### src/rtl/locus_pkg.sv
// Shared types and constants for the colour-locus tracking filter.
package locus_pkg;

    localparam int COORD_W = 10;
    localparam int VEL_W   = 11;
    localparam int NUM_CH  = 3;

    localparam logic [1:0] CH_RED   = 2'd0;
    localparam logic [1:0] CH_GREEN = 2'd1;
    localparam logic [1:0] CH_BLUE  = 2'd2;

    typedef enum logic [2:0] {
        IDLE,
        START,
        WAIT,
        CAPTURE,
        FILT0,
        FILT1,
        FILT2,
        PRESENT
    } state_t;

endpackage

### src/rtl/locus_axis_filter.sv
// Single-axis gate test, exponential smoothing step and velocity for one channel.
// Velocity output is only produced when LOCUS_VELOCITY_EN is defined.
module locus_axis_filter
    import locus_pkg::*;
#(
    parameter int ALPHA_SHIFT = 2,
    parameter int JUMP_MAX    = 64
) (
    input  logic [COORD_W-1:0]       meas,
    input  logic [COORD_W-1:0]       filt,
    input  logic                     track_ok,
    output logic                     near,
    output logic [COORD_W-1:0]       filt_next,
    output logic signed [VEL_W-1:0]  vel
);

    logic signed [VEL_W-1:0] diff;
    logic signed [VEL_W-1:0] mag;
    logic signed [VEL_W-1:0] step;
    logic signed [VEL_W-1:0] sum;

    // The 11-bit signed difference covers the full +/-1023 range of two 10-bit coordinates.
    always_comb begin
        diff      = $signed({1'b0, meas}) - $signed({1'b0, filt});
        mag       = diff[VEL_W-1] ? -diff : diff;
        near      = (int'(mag) <= JUMP_MAX);
        step      = diff >>> ALPHA_SHIFT;
        sum       = $signed({1'b0, filt}) + step;
        filt_next = track_ok ? COORD_W'(sum) : meas;
`ifdef LOCUS_VELOCITY_EN
        vel       = track_ok ? step : '0;
`else
        vel       = '0;
`endif
    end

endmodule

### src/rtl/locus_filter.sv
// Frame-sequenced tracker: starts the locus search, captures its results and smooths three channels.
// Define LOCUS_VELOCITY_EN to enable the per-channel velocity outputs (otherwise they are tied to 0).
module locus_filter
    import locus_pkg::*;
#(
    parameter int ALPHA_SHIFT = 2,
    parameter int JUMP_MAX    = 64,
    parameter int MISS_MAX    = 4,
    parameter int TIMEOUT     = 1 << 20
) (
    input  logic                     clk,
    input  logic                     rst_n,
    input  logic                     frame_ready,
    output logic                     hunt_start,
    input  logic                     hunt_done,
    input  logic [COORD_W-1:0]       red_x,
    input  logic [COORD_W-1:0]       red_y,
    input  logic [COORD_W-1:0]       green_x,
    input  logic [COORD_W-1:0]       green_y,
    input  logic [COORD_W-1:0]       blue_x,
    input  logic [COORD_W-1:0]       blue_y,
    output logic                     out_valid,
    input  logic                     out_ready,
    output logic [COORD_W-1:0]       filt_x [NUM_CH],
    output logic [COORD_W-1:0]       filt_y [NUM_CH],
    output logic signed [VEL_W-1:0]  vel_x [NUM_CH],
    output logic signed [VEL_W-1:0]  vel_y [NUM_CH],
    output logic [NUM_CH-1:0]        track_ok,
    output logic                     overrun
);

    localparam int TW = $clog2(TIMEOUT + 1);
    localparam int MW = $clog2(MISS_MAX + 1);

    state_t state, next_state;

    logic                armed;
    logic [TW-1:0]       wait_cnt;
    logic                timeout_hit;
    logic [COORD_W-1:0]  raw_x  [NUM_CH];
    logic [COORD_W-1:0]  raw_y  [NUM_CH];
    logic [COORD_W-1:0]  meas_x [NUM_CH];
    logic [COORD_W-1:0]  meas_y [NUM_CH];
    logic [MW-1:0]       miss_cnt [NUM_CH];

    logic                filt_en;
    logic [1:0]          ch;
    logic [COORD_W-1:0]  cur_mx, cur_my, cur_fx, cur_fy;
    logic [COORD_W-1:0]  upd_x, upd_y;
    logic                cur_trk, near_x, near_y, hit;

    assign raw_x       = '{red_x, green_x, blue_x};
    assign raw_y       = '{red_y, green_y, blue_y};
    assign timeout_hit = (wait_cnt == TW'(TIMEOUT - 1));

    always_ff @(posedge clk or negedge rst_n) begin
        if (!rst_n) state <= IDLE;
        else        state <= next_state;
    end

    // The FILT states double as the channel selector for the shared axis filters.
    always_comb begin
        next_state = state;
        hunt_start = 1'b0;
        out_valid  = 1'b0;
        filt_en    = 1'b0;
        ch         = CH_RED;
        case (state)
            IDLE:    if (frame_ready && armed) next_state = START;
            START: begin
                hunt_start = 1'b1;
                next_state = WAIT;
            end
            WAIT: begin
                if (hunt_done)        next_state = CAPTURE;
                else if (timeout_hit) next_state = FILT0;
            end
            CAPTURE: next_state = FILT0;
            FILT0: begin
                filt_en    = 1'b1;
                ch         = CH_RED;
                next_state = FILT1;
            end
            FILT1: begin
                filt_en    = 1'b1;
                ch         = CH_GREEN;
                next_state = FILT2;
            end
            FILT2: begin
                filt_en    = 1'b1;
                ch         = CH_BLUE;
                next_state = PRESENT;
            end
            PRESENT: begin
                out_valid = 1'b1;
                if (out_ready) next_state = IDLE;
            end
            default: next_state = IDLE;
        endcase
    end

    // A timed-out search is recorded as (0,0) on every channel so the filter stage sees three misses.
    always_ff @(posedge clk or negedge rst_n) begin
        if (!rst_n) begin
            armed    <= 1'b0;
            wait_cnt <= '0;
            overrun  <= 1'b0;
            for (int c = 0; c < NUM_CH; c++) begin
                meas_x[c] <= '0;
                meas_y[c] <= '0;
            end
        end else begin
            armed    <= 1'b1;
            wait_cnt <= (state == WAIT) ? wait_cnt + 1'b1 : '0;
            if (frame_ready && (state != IDLE)) overrun <= 1'b1;
            if (state == WAIT) begin
                if (hunt_done) begin
                    for (int c = 0; c < NUM_CH; c++) begin
                        meas_x[c] <= raw_x[c];
                        meas_y[c] <= raw_y[c];
                    end
                end else if (timeout_hit) begin
                    for (int c = 0; c < NUM_CH; c++) begin
                        meas_x[c] <= '0;
                        meas_y[c] <= '0;
                    end
                end
            end
        end
    end

    always_comb begin
        cur_mx  = meas_x[ch];
        cur_my  = meas_y[ch];
        cur_fx  = filt_x[ch];
        cur_fy  = filt_y[ch];
        cur_trk = track_ok[ch];
        hit     = ((cur_mx != '0) || (cur_my != '0)) && (!cur_trk || (near_x && near_y));
    end

`ifdef LOCUS_VELOCITY_EN
    logic signed [VEL_W-1:0] step_x, step_y;
`endif

    locus_axis_filter #(
        .ALPHA_SHIFT (ALPHA_SHIFT),
        .JUMP_MAX    (JUMP_MAX)
    ) u_axis_x (
        .meas        (cur_mx),
        .filt        (cur_fx),
        .track_ok    (cur_trk),
        .near        (near_x),
        .filt_next   (upd_x),
`ifdef LOCUS_VELOCITY_EN
        .vel         (step_x)
`else
        .vel         ()
`endif
    );

    locus_axis_filter #(
        .ALPHA_SHIFT (ALPHA_SHIFT),
        .JUMP_MAX    (JUMP_MAX)
    ) u_axis_y (
        .meas        (cur_my),
        .filt        (cur_fy),
        .track_ok    (cur_trk),
        .near        (near_y),
        .filt_next   (upd_y),
`ifdef LOCUS_VELOCITY_EN
        .vel         (step_y)
`else
        .vel         ()
`endif
    );

    // Lock is dropped on the miss that brings the counter up to MISS_MAX; the counter then saturates.
    always_ff @(posedge clk or negedge rst_n) begin
        if (!rst_n) begin
            track_ok <= '0;
            for (int c = 0; c < NUM_CH; c++) begin
                filt_x[c]   <= '0;
                filt_y[c]   <= '0;
                miss_cnt[c] <= '0;
            end
        end else if (filt_en) begin
            if (hit) begin
                filt_x[ch]   <= upd_x;
                filt_y[ch]   <= upd_y;
                miss_cnt[ch] <= '0;
                track_ok[ch] <= 1'b1;
            end else if (miss_cnt[ch] != MW'(MISS_MAX)) begin
                miss_cnt[ch] <= miss_cnt[ch] + 1'b1;
                if (miss_cnt[ch] == MW'(MISS_MAX - 1)) track_ok[ch] <= 1'b0;
            end
        end
    end

`ifdef LOCUS_VELOCITY_EN
    always_ff @(posedge clk or negedge rst_n) begin
        if (!rst_n) begin
            for (int c = 0; c < NUM_CH; c++) begin
                vel_x[c] <= '0;
                vel_y[c] <= '0;
            end
        end else if (filt_en) begin
            vel_x[ch] <= hit ? step_x : '0;
            vel_y[ch] <= hit ? step_y : '0;
        end
    end
`else
    always_comb begin
        for (int c = 0; c < NUM_CH; c++) begin
            vel_x[c] = '0;
            vel_y[c] = '0;
        end
    end
`endif

endmodule

### config.mk
export PLATFORM = sky130hd
export DESIGN_NAME = locus_filter
export DESIGN_NICKNAME = d
export VERILOG_FILES = /design/src/rtl/locus_pkg.sv /design/src/rtl/locus_axis_filter.sv /design/src/rtl/locus_filter.sv
export SDC_FILE = /design/constraint.sdc
export NUM_CORES = 1
export LEC_CHECK = 0
export CORE_MARGIN = 3
export CORE_UTILIZATION = 50
export CTS_BUF_LIST = sky130_fd_sc_hd__clkbuf_4
export DETAILED_ROUTE_END_ITERATION = 8
export PLACE_DENSITY_LB_ADDON = 0.12
export RECOVER_POWER = 25
export SLEW_MARGIN = 15
export SYNTH_ARGS = -nofsm -noshare
export SYNTH_HDL_FRONTEND = slang
export SYNTH_SLANG_ARGS = --single-unit
### constraint.sdc
create_clock -name clk -period 7 [get_ports clk]
set_input_delay 1.4 -clock clk [delete_from_list [all_inputs] [get_ports clk]]
set_output_delay 1.4 -clock clk [all_outputs]
set_load 0.01 [all_outputs]
# Word-level counts from Yosys, hierarchy flattened
# Cells that the tools add are included.
totals:
  reg_bits: 158
  in_bits: 65
op_classes:
  reduce_logical: 22
  add_sub_neg: 8
  n_bitwise: 6
  order_cmp: 6
  n_eq_ne: 13
  muxes: 48
ops:
  columns: ["cell", "count"]
  rows:
  - ["10-bit two-way mux", 11]
  - ["30-bit two-way mux", 3]
  - ["10-bit binary-select mux with 2-bit select", 4]
  - ["30-bit bitwise mux", 2]
  - ["3-bit two-way mux", 10]
  - ["3-bit case mux with 8 select lines", 1]
  - ["11-bit by 8-bit less-or-equal comparator with 1-bit output (second input constant)", 2]
  - ["11-bit two-way mux", 2]
  - ["11-bit negator", 2]
  - ["10-bit by 10-bit subtractor with 11-bit output", 2]
  - ["21-bit by 1-bit adder with 21-bit output (second input constant)", 1]
  - ["21-bit by 20-bit == test with 1-bit output (second input constant)", 1]
  - ["21-bit two-way mux", 1]
  - ["10-bit by 9-bit adder with 10-bit output", 2]
  - ["10-bit demux with 2-bit select", 1]
  - ["10-bit nonzero test", 2]
  - ["9-bit two-way mux", 2]
  - ["3-bit == test (second input constant)", 4]
  - ["9-bit bitwise AND", 1]
  - ["9-bit bitwise mux", 1]
  - ["3-bit by 2-bit == test with 1-bit output (second input constant)", 3]
  - ["9-bit inverter", 1]
  - ["3-bit binary-select mux with 2-bit select", 1]
  - ["3-bit demux with 2-bit select", 1]
  - ["other kinds (25)", 42]

# Depth between registers and ports, before layout
# Gate-level depths: netlist (run 1).
depth:
  word_depth: 15
  mapped_depth: 26

# Hierarchy
# A second synthesis (run 1) with hierarchy kept.
unflattened:
  hier_cells: 1040
  area_unflattened_um2: 10294.9
modules_own_cells:
  columns: ["mod", "seq_area_each_um2", "cells_each", "area_per_inst_um2", "instances"]
  rows:
  - ["locus_filter", 3953.8, 675, 7618.6, 1]
  - ["locus_axis_filter at u_axis_y", 0.0, 183, 1352.5, 1]
  - ["locus_axis_filter at u_axis_x", 0.0, 182, 1323.8, 1]

# Worst setup path before layout (run 1)
# Ideal clock, no wire load.
synth_path:
  path_kind: "register to register"
  from: "reg state[0]"
  to: "reg filt_x[18] (netlist name)"
  stages_incl_launch_ff: 26
  slack_ps: 1277
  t_arrival_ps: 5598
  period_less_slack_ps: 5723
  required_time_ps: 6875
  cell_sequence: "dfrtp_1 -> buf_4 -> nand2b_1 -> clkbuf_1 -> clkbuf_1 -> buf_1 -> clkbuf_1 -> o22ai_1 -> nand2_1 -> o21ai_0 -> ha_1 -> buf_1 -> inv_1 -> a21oi_1 -> a211o_1 -> a221oi_2 -> o21ai_1 -> a21oi_1 -> ha_1 -> a21o_1 -> or3_1 -> a31o_2 -> a31oi_1 -> xor2_1 -> o21ai_0 -> mux2_2"
synth_between:
  elab_chain_len: 14
  elab_cells_between_ends: 45
  classes_between: "add/sub: 5; order compare: 4; eq/ne: 3; mux: 22; bitwise: 1; reduce/logical: 10"
synth_lines:
  columns: ["item", "line", "text"]
  rows:
  - ["start, declared", "locus_filter.sv:35", "state_t state, next_state;"]
  - ["start signal, assigned", "locus_filter.sv:58", "else state <= next_state;"]
  - ["3-bit == test", "locus_filter.sv:68", "case (state)"]
  - ["2-bit case mux with 2 select lines", "locus_filter.sv:68", null]
  - ["2-bit inverter with 3-bit output (not written as such)", null, null]
  - ["10-bit binary-select mux with 2-bit select, on equally long branches", null, null]
  - ["10-bit two-way mux, on equally long branches (2 in series)", null, null]
  - ["10-bit by 10-bit subtractor with 11-bit output", "locus_axis_filter.sv:24", "diff = $signed({1'b0, meas}) - $signed({1'b0, filt});"]
  - ["11-bit negator", "locus_axis_filter.sv:25", "mag = diff[VEL_W-1] ? -diff : diff;"]
  - ["11-bit two-way mux", "locus_axis_filter.sv:25", null]
  - ["11-bit by 8-bit less-or-equal comparator with 1-bit output", "locus_axis_filter.sv:26", "near = (int'(mag) <= JUMP_MAX);"]
  - ["1-bit logical AND", "locus_filter.sv:138", "hit = ((cur_mx != '0) || (cur_my != '0)) && (!cur_trk || (near_x && near_y));"]
  - ["1-bit logical OR", "locus_filter.sv:138", null]
  - ["1-bit logical AND", "locus_filter.sv:138", null]
  - ["2-bit AND reduction (no source line)", null, null]
  - ["end signal, assigned by index", "locus_filter.sv:188", "filt_x[ch] <= upd_x;"]
  - ["end, declared", "locus_filter.sv:24", "output logic [COORD_W-1:0] filt_x [NUM_CH],"]
# Parallel ways exist; a longest one is shown, timed or not. The select of a mux whose other input is x is not followed.
# A chain may end at the register's enable or synchronous reset.

# Worst setup path in the final report (run 1)
layout_path:
  from: "reg state[1]"
  to: "reg filt_x[7] (netlist name)"
# Same word-level chain as after synthesis.

==> results of run 1 <==
-- worst max-delay path: cells and delay by family (launching register included) --
kind | cells | cell delay, ps
flip-flops | 1 | 560
multiplexers | 1 | 350
AO/OA/AOI/OAI | 8 | 2530
XOR/XNOR | 1 | 160
buffers and inverters | 3 | 740
adder cells (fa/ha/maj) | 1 | 470
AND/OR/NAND/NOR | 3 | 1080
-- cell usage in the layout, fill, tap and decap left out, drive strengths merged, types with 21 or more instances in the layout --
cell type      synthesis  routed
dfrtp                158     158
clkdlybuf4s50          0     128
nand2                 73      73
nor2                  71      71
inv                   60      69
conb                   2      67
o21ai                 62      62
a22o                  60      60
a21oi                 53      53
o22ai                 40      40
mux2                  40      40
ha                    38      38
xor2                  27      27
buf                   84      26
xnor2                 21      21
-- sequential cells by signal, indices dropped and copies added, names as in the netlist, named ones only --
register  flops
armed         1
filt_x       30
filt_y       30
meas_x       30
meas_y       30
miss_cnt      9
overrun       1
state         3
wait_cnt     21
-- worst paths after layout --
| check | from | end | slack (ps) |
|---|---|---|---|
| min | wait_cnt[0] | wait_cnt[0] | 500 |
| max | state[1] | filt_x[7] | 1000 |
| min in group asynchronous | rst_n | filt_x[4] | 860 |
| max in group asynchronous | rst_n | filt_y[12] | 4800 |
| max reg2reg | state[1] | filt_x[7] | 1000 |
| min reg2reg | wait_cnt[0] | wait_cnt[0] | 500 |
-- through the flow --
step	hold WS, ps	util
floorplan	455	-
global placement	474	0.584
detailed placement	481	0.584
CTS	504	0.597
global route	526	0.598
finish	499	0.598
-- final cells by class --
type                       instances  area (um^2)
antenna                            1         2.50
clock buffer                      17          128
clock inverter                    15          145
fill                            1770         7910
inverter                          60          225
multi-input combinational        805         5460
sequential                       158         3960
tap                              265          332
timing repair buffer             155         1500
-- synthesized netlist by cell type (6+ instances only) --
master,number,area share
a211oi_1,12,0.0089
a21o_1,7,0.0052
a21oi_1,50,0.025
a22o_1,60,0.052
a31o_2,8,0.0069
a32o_1,10,0.0099
and2_1,13,0.0081
and3_1,9,0.0056
buf_4,75,0.056
clkbuf_1,34,0.013
dfrtp_1,158,0.39
ha_1,38,0.047
inv_1,60,0.022
mux2_1,20,0.022
mux2_2,20,0.022
mux2i_1,18,0.018
nand2_1,73,0.027
nand2b_1,6,0.0037
nand3_1,20,0.0099
nand4_1,6,0.0037
nor2_1,71,0.026
nor3_1,18,0.0089
nor4_1,6,0.0037
o2111ai_1,8,0.0069
o211ai_1,11,0.0082
o21a_1,7,0.0052
o21ai_0,57,0.028
o22ai_1,40,0.025
o31ai_1,9,0.0067
or3_1,7,0.0043
xnor2_1,20,0.017
xor2_1,27,0.023
-- routing by layer --
layer	vias up	share of wire	track usage
li1	4078	-	-
met1	4305	0.44	0.356
met2	340	0.48	0.421
met3	54	0.057	0.0478
met4	0	0.030	0.0891
met5	-	0	0
-- logic make-up (layout without fill, tap and decap cells) --
| logic type | count (synthesis) | count (layout) | synth area share |
|---|---|---|---|
| multiplexers | 58 | 58 | 0.0624 |
| other | 2 | 68 | 0.000744 |
| adder cells (fa/ha/maj) | 41 | 41 | 0.0501 |
| AO/OA/AOI/OAI | 326 | 326 | 0.229 |
| buffers and inverters | 178 | 247 | 0.0945 |
| AND/OR/NAND/NOR | 265 | 265 | 0.130 |
| XOR/XNOR | 48 | 48 | 0.0424 |
| flip-flops | 158 | 158 | 0.392 |
==> results.cfg, run 1 <==
[floorplanning]
num_rows = 51
initial_utilization = 0.514
ios = 197
die-width_um = 148
core_um2 = 19700
dieArea_um2 = 21900
chipHeight_um = 148

[outcome]
status = finished, final reports clean

[finish]
nets = 1300
finalNonFillerCells = 1476
design_area_um2 = 11700
layout-drive-gt1-share = 0.0835
syn_to_final_growth_pct = 16.3

[sta]
post-route-period-util = 0.857
maxSlewViolCount = 0
setup_violations = 0
fin_worst_skew_ps = 24.5
fin_tns_setup_ps = 0
min_period_ps = 6000
hold_viol = 0
slew_headroom = 0.367
tightest_slew_ps = 950
max_freq_mhz = 167
timing.final.ws_setup_ps = 1000
rsz0062_at_grt = no

[placement]
placedCellCount = 1443
dp_hpwl_um = 21000
post-place-ws_ps = 1040
place_congestion = 0.925
portBuffers = 130
dpl_cell_area_um2 = 11500

[worst_setup_path]
required_ps = 7460
crit_type = register to register
reg2reg_depth = 17
start_kind = register
endpoint_kind = register
crit_chain = buf_4 -> xnor2_2 -> nor2_2 -> o21ai_0 -> ha_1 -> inv_1 -> a211oi_1 -> a211o_1 -> a221oi_2 -> o21ai_1 -> a41oi_1 -> nand2_1 -> or4_1 -> a221o_1 -> a21oi_2 -> buf_12 -> mux2_2
critPathMaxFanout = 18
critical_path_arrival_ps = 6450
critical-path-slowest-cell = dfrtp_1
cpPeakStageDelay_ps = 560

[cts]
cts_resized = 0
cts-root-buf = clkbuf_4
postCtsSetupBuffers = 0
numCtsBuffers = 17
clkSlewWorstSetupHoldPaths_ps = 160
cts_buffer_depth = 2
clock_latency_ps = 580
cts_hold_buf = 0
htreeDepth = 4
clock-sinks = 158
cts_tree = built

[synth]
ys.flop_type = dfrtp_1
ys_types = 72
seq_area_frac_synth = 0.392
ys_async_sr_fraction = 1.00
netlist_area_um2 = 10100
postSynthCellCount = 1076
synth-seq-cells = 158
ys_warn_count = 0
synth_edf_count = 0
avgSynthCellArea_um2 = 9.39

[global_route]
grt.total_usage = 0.260
antenna_found_initial = 1
gr-total-overflow = 0
grt_first_pass_wirelength_um = 45500
grt_max_degree = 98
grt_pass1_vias = 8550

[routing]
first_iter_violations = 633
ant_nets = 0
vias = 8777
wl_per_cell_um = 19.3
drt_drc_violations_left = 0
drt_first_pass_iters = 5
vias_per_cell = 5.95
finalWirelength_um = 28400

[min_path]
hp-class = register to register
worstHoldPathCells = 1

[job]
cap_violations = 0
Power of run 1 is not shown: default switching activity piles up to over one toggle a cycle in this logic, so the estimate is an artifact.
==> run 2, diff against run 1 <==
--- a/config.mk
+++ b/config.mk
@@ -6,12 +6,13 @@
 export NUM_CORES = 1
 export LEC_CHECK = 0
 export CORE_MARGIN = 3
-export CORE_UTILIZATION = 50
+export CORE_UTILIZATION = 49
 export CTS_BUF_LIST = sky130_fd_sc_hd__clkbuf_4
 export DETAILED_ROUTE_END_ITERATION = 8
+export MAX_ROUTING_LAYER = met4
 export PLACE_DENSITY_LB_ADDON = 0.12
 export RECOVER_POWER = 25
-export SLEW_MARGIN = 15
+export SLEW_MARGIN = 25
 export SYNTH_ARGS = -nofsm -noshare
 export SYNTH_HDL_FRONTEND = slang
 export SYNTH_SLANG_ARGS = --single-unit
==> constraint.sdc (replaced) <==
create_clock -name clk -period 5.4 [get_ports clk]
set_input_delay 1.08 -clock clk [delete_from_list [all_inputs] [get_ports clk]]
set_output_delay 1.08 -clock clk [all_outputs]
set_load 0.01 [all_outputs]
==> run 2 against run 1 <==
The run now ends with capacitance limit, slew limit left. Routed wire length is 1.5% higher. Clock-buffer cell count is 1 higher. Critical path depth stayed put. Cell count is 1.4% higher. Hold slack worse by 10 ps. Die area is 2.0% higher. Utilization is 0.97 points higher. First-iteration DRC count is 13% higher. Critical endpoint is now filt_x[1].
==> results.cfg, run 2 (synthesis results as in run 1) <==
[global_route]
antenna_found_initial = 1
grt_pass1_vias = 8508
grt.total_usage = 0.265
grt_first_pass_wirelength_um = 45400
gr-total-overflow = 0
grt_max_degree = 92

[worst_setup_path]
crit_type = register to register
required_ps = 5860
crit_chain = or2b_4 -> buf_4 -> o22ai_1 -> a21oi_1 -> ha_2 -> inv_1 -> nor3_1 -> a222oi_1 -> nand3_1 -> a31o_2 -> a221o_1 -> maj3_1 -> nand4b_1 -> a221o_1 -> a21oi_2 -> buf_12 -> mux2_1
critical-path-slowest-cell = a222oi_1
cpPeakStageDelay_ps = 690
start_kind = register
endpoint_kind = register
path_buf_inv = 3
crit_top_cell = a221o_1
critical_path_arrival_ps = 5590
path_delay_family = compound AO/OA/AOI/OAI gates
critPathMaxFanout = 19

[cts]
htreeDepth = 4
cts-root-buf = clkbuf_4
clock_latency_ps = 590
clkSlewWorstSetupHoldPaths_ps = 150
numCtsBuffers = 17
cts_buffer_depth = 2
cts_hold_buf = 0
cts_tree = built
clock-sinks = 158

[routing]
drt_drc_violations_left = 0
first_iter_violations = 715
vias_per_cell = 5.85
vias = 8750
wl_per_cell_um = 19.3
finalWirelength_um = 28900
drt_first_pass_iters = 5
ant_nets = 0

[floorplanning]
die-width_um = 150
dieArea_um2 = 22400
chipHeight_um = 150
initial_utilization = 0.509
num_rows = 51
core_um2 = 19800
ios = 197

[finish]
syn_to_final_growth_pct = 19.3
layout_common_cells = 155 x dfrtp_1, 129 x clkdlybuf4s50_1, 73 x nand2_1
layout-drive-gt1-share = 0.111
nets = 1320
final_common_cell = dfrtp_1
finalNonFillerCells = 1496

[min_path]
hp-class = register to register

[placement]
portBuffers = 130
dp_hpwl_um = 21200
placedCellCount = 1455
post-place-ws_ps = 213
place_congestion = 0.996

[sta]
min_period_ps = 5130
slew_headroom = -1.48
max_freq_mhz = 195
setup_violations = 0
hold_viol = 0
rsz0062_at_grt = yes
post-route-period-util = 0.950
maxSlewViolCount = 68
fin_tns_setup_ps = 0
timing.final.ws_setup_ps = 271
tightest_slew_ps = 3720
fin_worst_skew_ps = 28.1

[job]
cap_violations = 1

[outcome]
status = finished, violations left
violations = capacitance limit, slew limit
==> run 2: worst paths after layout <==
| kind | startpoint | to | cells after the start | slack [ps] |
|---|---|---|---|---|
| setup / recovery | state[1] | filt_x[1] | 17 | 270 |
| hold / removal | overrun | overrun | 1 | 490 |
| setup reg to reg | state[1] | filt_x[1] | 17 | 270 |
| hold reg to reg | overrun | overrun | 1 | 490 |
| max in group asynchronous | rst_n | state[2] | 1 | 1300 |
| min in group asynchronous | rst_n | wait_cnt[0] | 1 | 1730 |
==> run 2: area by class of cell <==
type | count | area (um^2)
fillers | 1726 | 7790
multi-input cells | 805 | 5530
flip-flops and latches | 158 | 3960
repair buffers | 175 | 1710
well taps | 265 | 332
inverters | 60 | 225
clock inverters | 14 | 158
clock buffers | 18 | 135
diodes | 1 | 2.50
==> run 2: timing repair <==
| action | CTS | global route |
|---|---|---|
| endpoints found under the setup margin | 0 | 69 |
| gates resized for setup | 0 | 19 |
| buffers inserted | 0 | 8 |
==> run 2: stage by stage <==
step / hold slack, ps / util / area, um^2
after global routing: 517 / 0.607 / 12100
after detailed placement: 454 / 0.586 / 11600
after global placement: 450 / 0.586 / 11600
after CTS: 452 / 0.601 / 11900
final: 489 / 0.607 / 12100
after floorplan: 455 / - / 10400
==> run 2: routing by layer <==
layer,vias up,wire length (um),track usage
li1,4102,-,-
met1,4273,12000,0.332
met2,323,14600,0.446
met3,52,1560,0.0391
met4,0,722,0.0819
met5,-,0,-
Power of run 2 is left out for the same reason.
==> run 3, diff against run 2 <==
--- a/config.mk
+++ b/config.mk
@@ -10,7 +10,7 @@
 export CTS_BUF_LIST = sky130_fd_sc_hd__clkbuf_4
 export DETAILED_ROUTE_END_ITERATION = 8
 export MAX_ROUTING_LAYER = met4
-export PLACE_DENSITY_LB_ADDON = 0.12
+export PLACE_DENSITY = 0.8
 export RECOVER_POWER = 25
 export SLEW_MARGIN = 25
 export SYNTH_ARGS = -nofsm -noshare
==> run 3 against run 2 <==
Worst setup slack improved by 16 ps. Utilization increased by 0.22 points. First-iteration DRC count increased by 7.1%. Sequential share of layout area decreased by 0.14 points. The flow still finishes with violations (capacitance limit, slew limit). Largest cell class unchanged.
==> results.cfg, run 3 (synthesis results as in run 1) <==
[routing]
vias_per_cell = 5.86
drt_drc_violations_left = 0
finalWirelength_um = 29000
wl_per_cell_um = 19.3
ant_nets = 0
first_iter_violations = 766
drt_first_pass_iters = 5
vias = 8794

[sta]
maxSlewViolCount = 63
fin_tns_setup_ps = 0
fin_worst_skew_ps = 35.9
setup_violations = 0
rsz0062_at_grt = no
post-route-period-util = 0.947
hold_viol = 0
slew_headroom = -1.22
max_freq_mhz = 196
min_period_ps = 5110
tightest_slew_ps = 3330
whs_ps = 504
timing.final.ws_setup_ps = 288

[floorplanning]
core_um2 = 19800
initial_utilization = 0.509
ios = 197
num_rows = 51
dieArea_um2 = 22400
die-width_um = 150
chipHeight_um = 150

[cts]
numCtsBuffers = 17
cts_tree = built
clkSlewWorstSetupHoldPaths_ps = 160
cts_hold_buf = 0
clock_latency_ps = 610
cts-root-buf = clkbuf_4
cts_buffer_depth = 2
htreeDepth = 4
clock-sinks = 158

[outcome]
status = finished, violations left
violations = capacitance limit, slew limit

[finish]
finalNonFillerCells = 1500
nets = 1324
final_common_cell = dfrtp_1
layout_common_cells = 157 x dfrtp_1, 129 x clkdlybuf4s50_1, 73 x nand2_1
layout-drive-gt1-share = 0.110
fill_cells = 1700
syn_to_final_growth_pct = 19.8

[worst_setup_path]
reg2reg_depth = 21
crit_chain = xnor2_2 -> nor2_4 -> nor2_1 -> a21oi_1 -> ha_2 -> inv_1 -> ha_1 -> a211oi_1 -> a211oi_1 -> a221oi_4 -> o211ai_1 -> a21oi_1 -> xor2_1 -> inv_1 -> ha_1 -> or3_1 -> a31o_2 -> a31oi_1 -> xor2_1 -> o21ai_0 -> mux2_2
endpoint_kind = register
start_kind = register
critical_path_arrival_ps = 5610
crit_type = register to register
critPathMaxFanout = 8
cpPeakStageDelay_ps = 480
critical-path-slowest-cell = dfrtp_1
required_ps = 5890

[global_route]
grt_pass1_vias = 8678
grt_max_degree = 63
antenna_found_initial = 1
grt_first_pass_wirelength_um = 45700
grt.total_usage = 0.266
gr-total-overflow = 0

[min_path]
worstHoldPathCells = 1
hp-class = register to register

[job]
cap_violations = 1

[placement]
place_congestion = 0.975
portBuffers = 130
dp_hpwl_um = 21600
post-place-ws_ps = 96.9
placedCellCount = 1462
-- run 3: cell types whose count changed in the layout (fill, tap and decap cells not counted), moves of 2 or more --
cell      change
dfrtp_1       +2
o21ai_0       +2
buf_4         +3
dfrtp_2       -2
o21ai_1       -2
clkinv_4      +2
inv_6         -4
-- run 3: routing by layer --
metal / vias up / part of all wire / track usage / wire, um
met4: 0 / 0.023 / 0.0892 / 677
met3: 46 / 0.051 / 0.0345 / 1490
met2: 333 / 0.52 / 0.451 / 15000
met1: 4300 / 0.41 / 0.332 / 11800
li1: 4115 / - / - / -
met5: - / 0 / - / 0
-- run 3: what timing repair did --
item / 4_1_cts / 5_1_grt
buffers inserted: 0 / 5
resized for setup: 0 / 13
endpoints found under the setup margin: 0 / 69
-- run 3: area by class of cell --
type                            count  area (um^2)  share of cell area
Sequential cell                   158         3960               0.327
Clock buffer                       17          128              0.0106
Multi-Input combinational cell    805         5530               0.457
Antenna cell                        1         2.50            0.000207
Inverter                           60          225              0.0186
Tap cell                          265          332              0.0274
Timing Repair Buffer              179         1740               0.143
Clock inverter                     15          189              0.0156
-- run 3: path summary, 6_finish.rpt --
check | start | endpoint | slack [ps]
min | wait_cnt[0] | wait_cnt[0] | 500
max in group asynchronous | rst_n | state[2] | 1410
min reg2reg | wait_cnt[0] | wait_cnt[0] | 500
max reg2reg | state[1] | filt_x[18] | 290
min in group asynchronous | rst_n | filt_y[6] | 1580
max | state[1] | filt_x[18] | 290
-- run 3: per-stage QoR --
stage / area, um^2 / util
3_5_place_dp: 11700 / 0.589
6_report: 12100 / 0.609
5_1_grt: 12100 / 0.609
4_1_cts: 12000 / 0.605
2_1_floorplan: 10400 / -
3_3_place_gp: 11700 / 0.589
-- run 3: worst max-delay path: cells and delay by family, from the launching register on --
family | cells | cell delay, ps
AOI/OAI and AO/OA | 9 | 1980
xor gates and xnor gates | 3 | 650
adders and majority gates | 3 | 710
buffers and inverters | 2 | 160
DFF | 1 | 480
muxes | 1 | 280
and+or+nand+nor | 3 | 710
Power of run 3 is left out for the same reason.
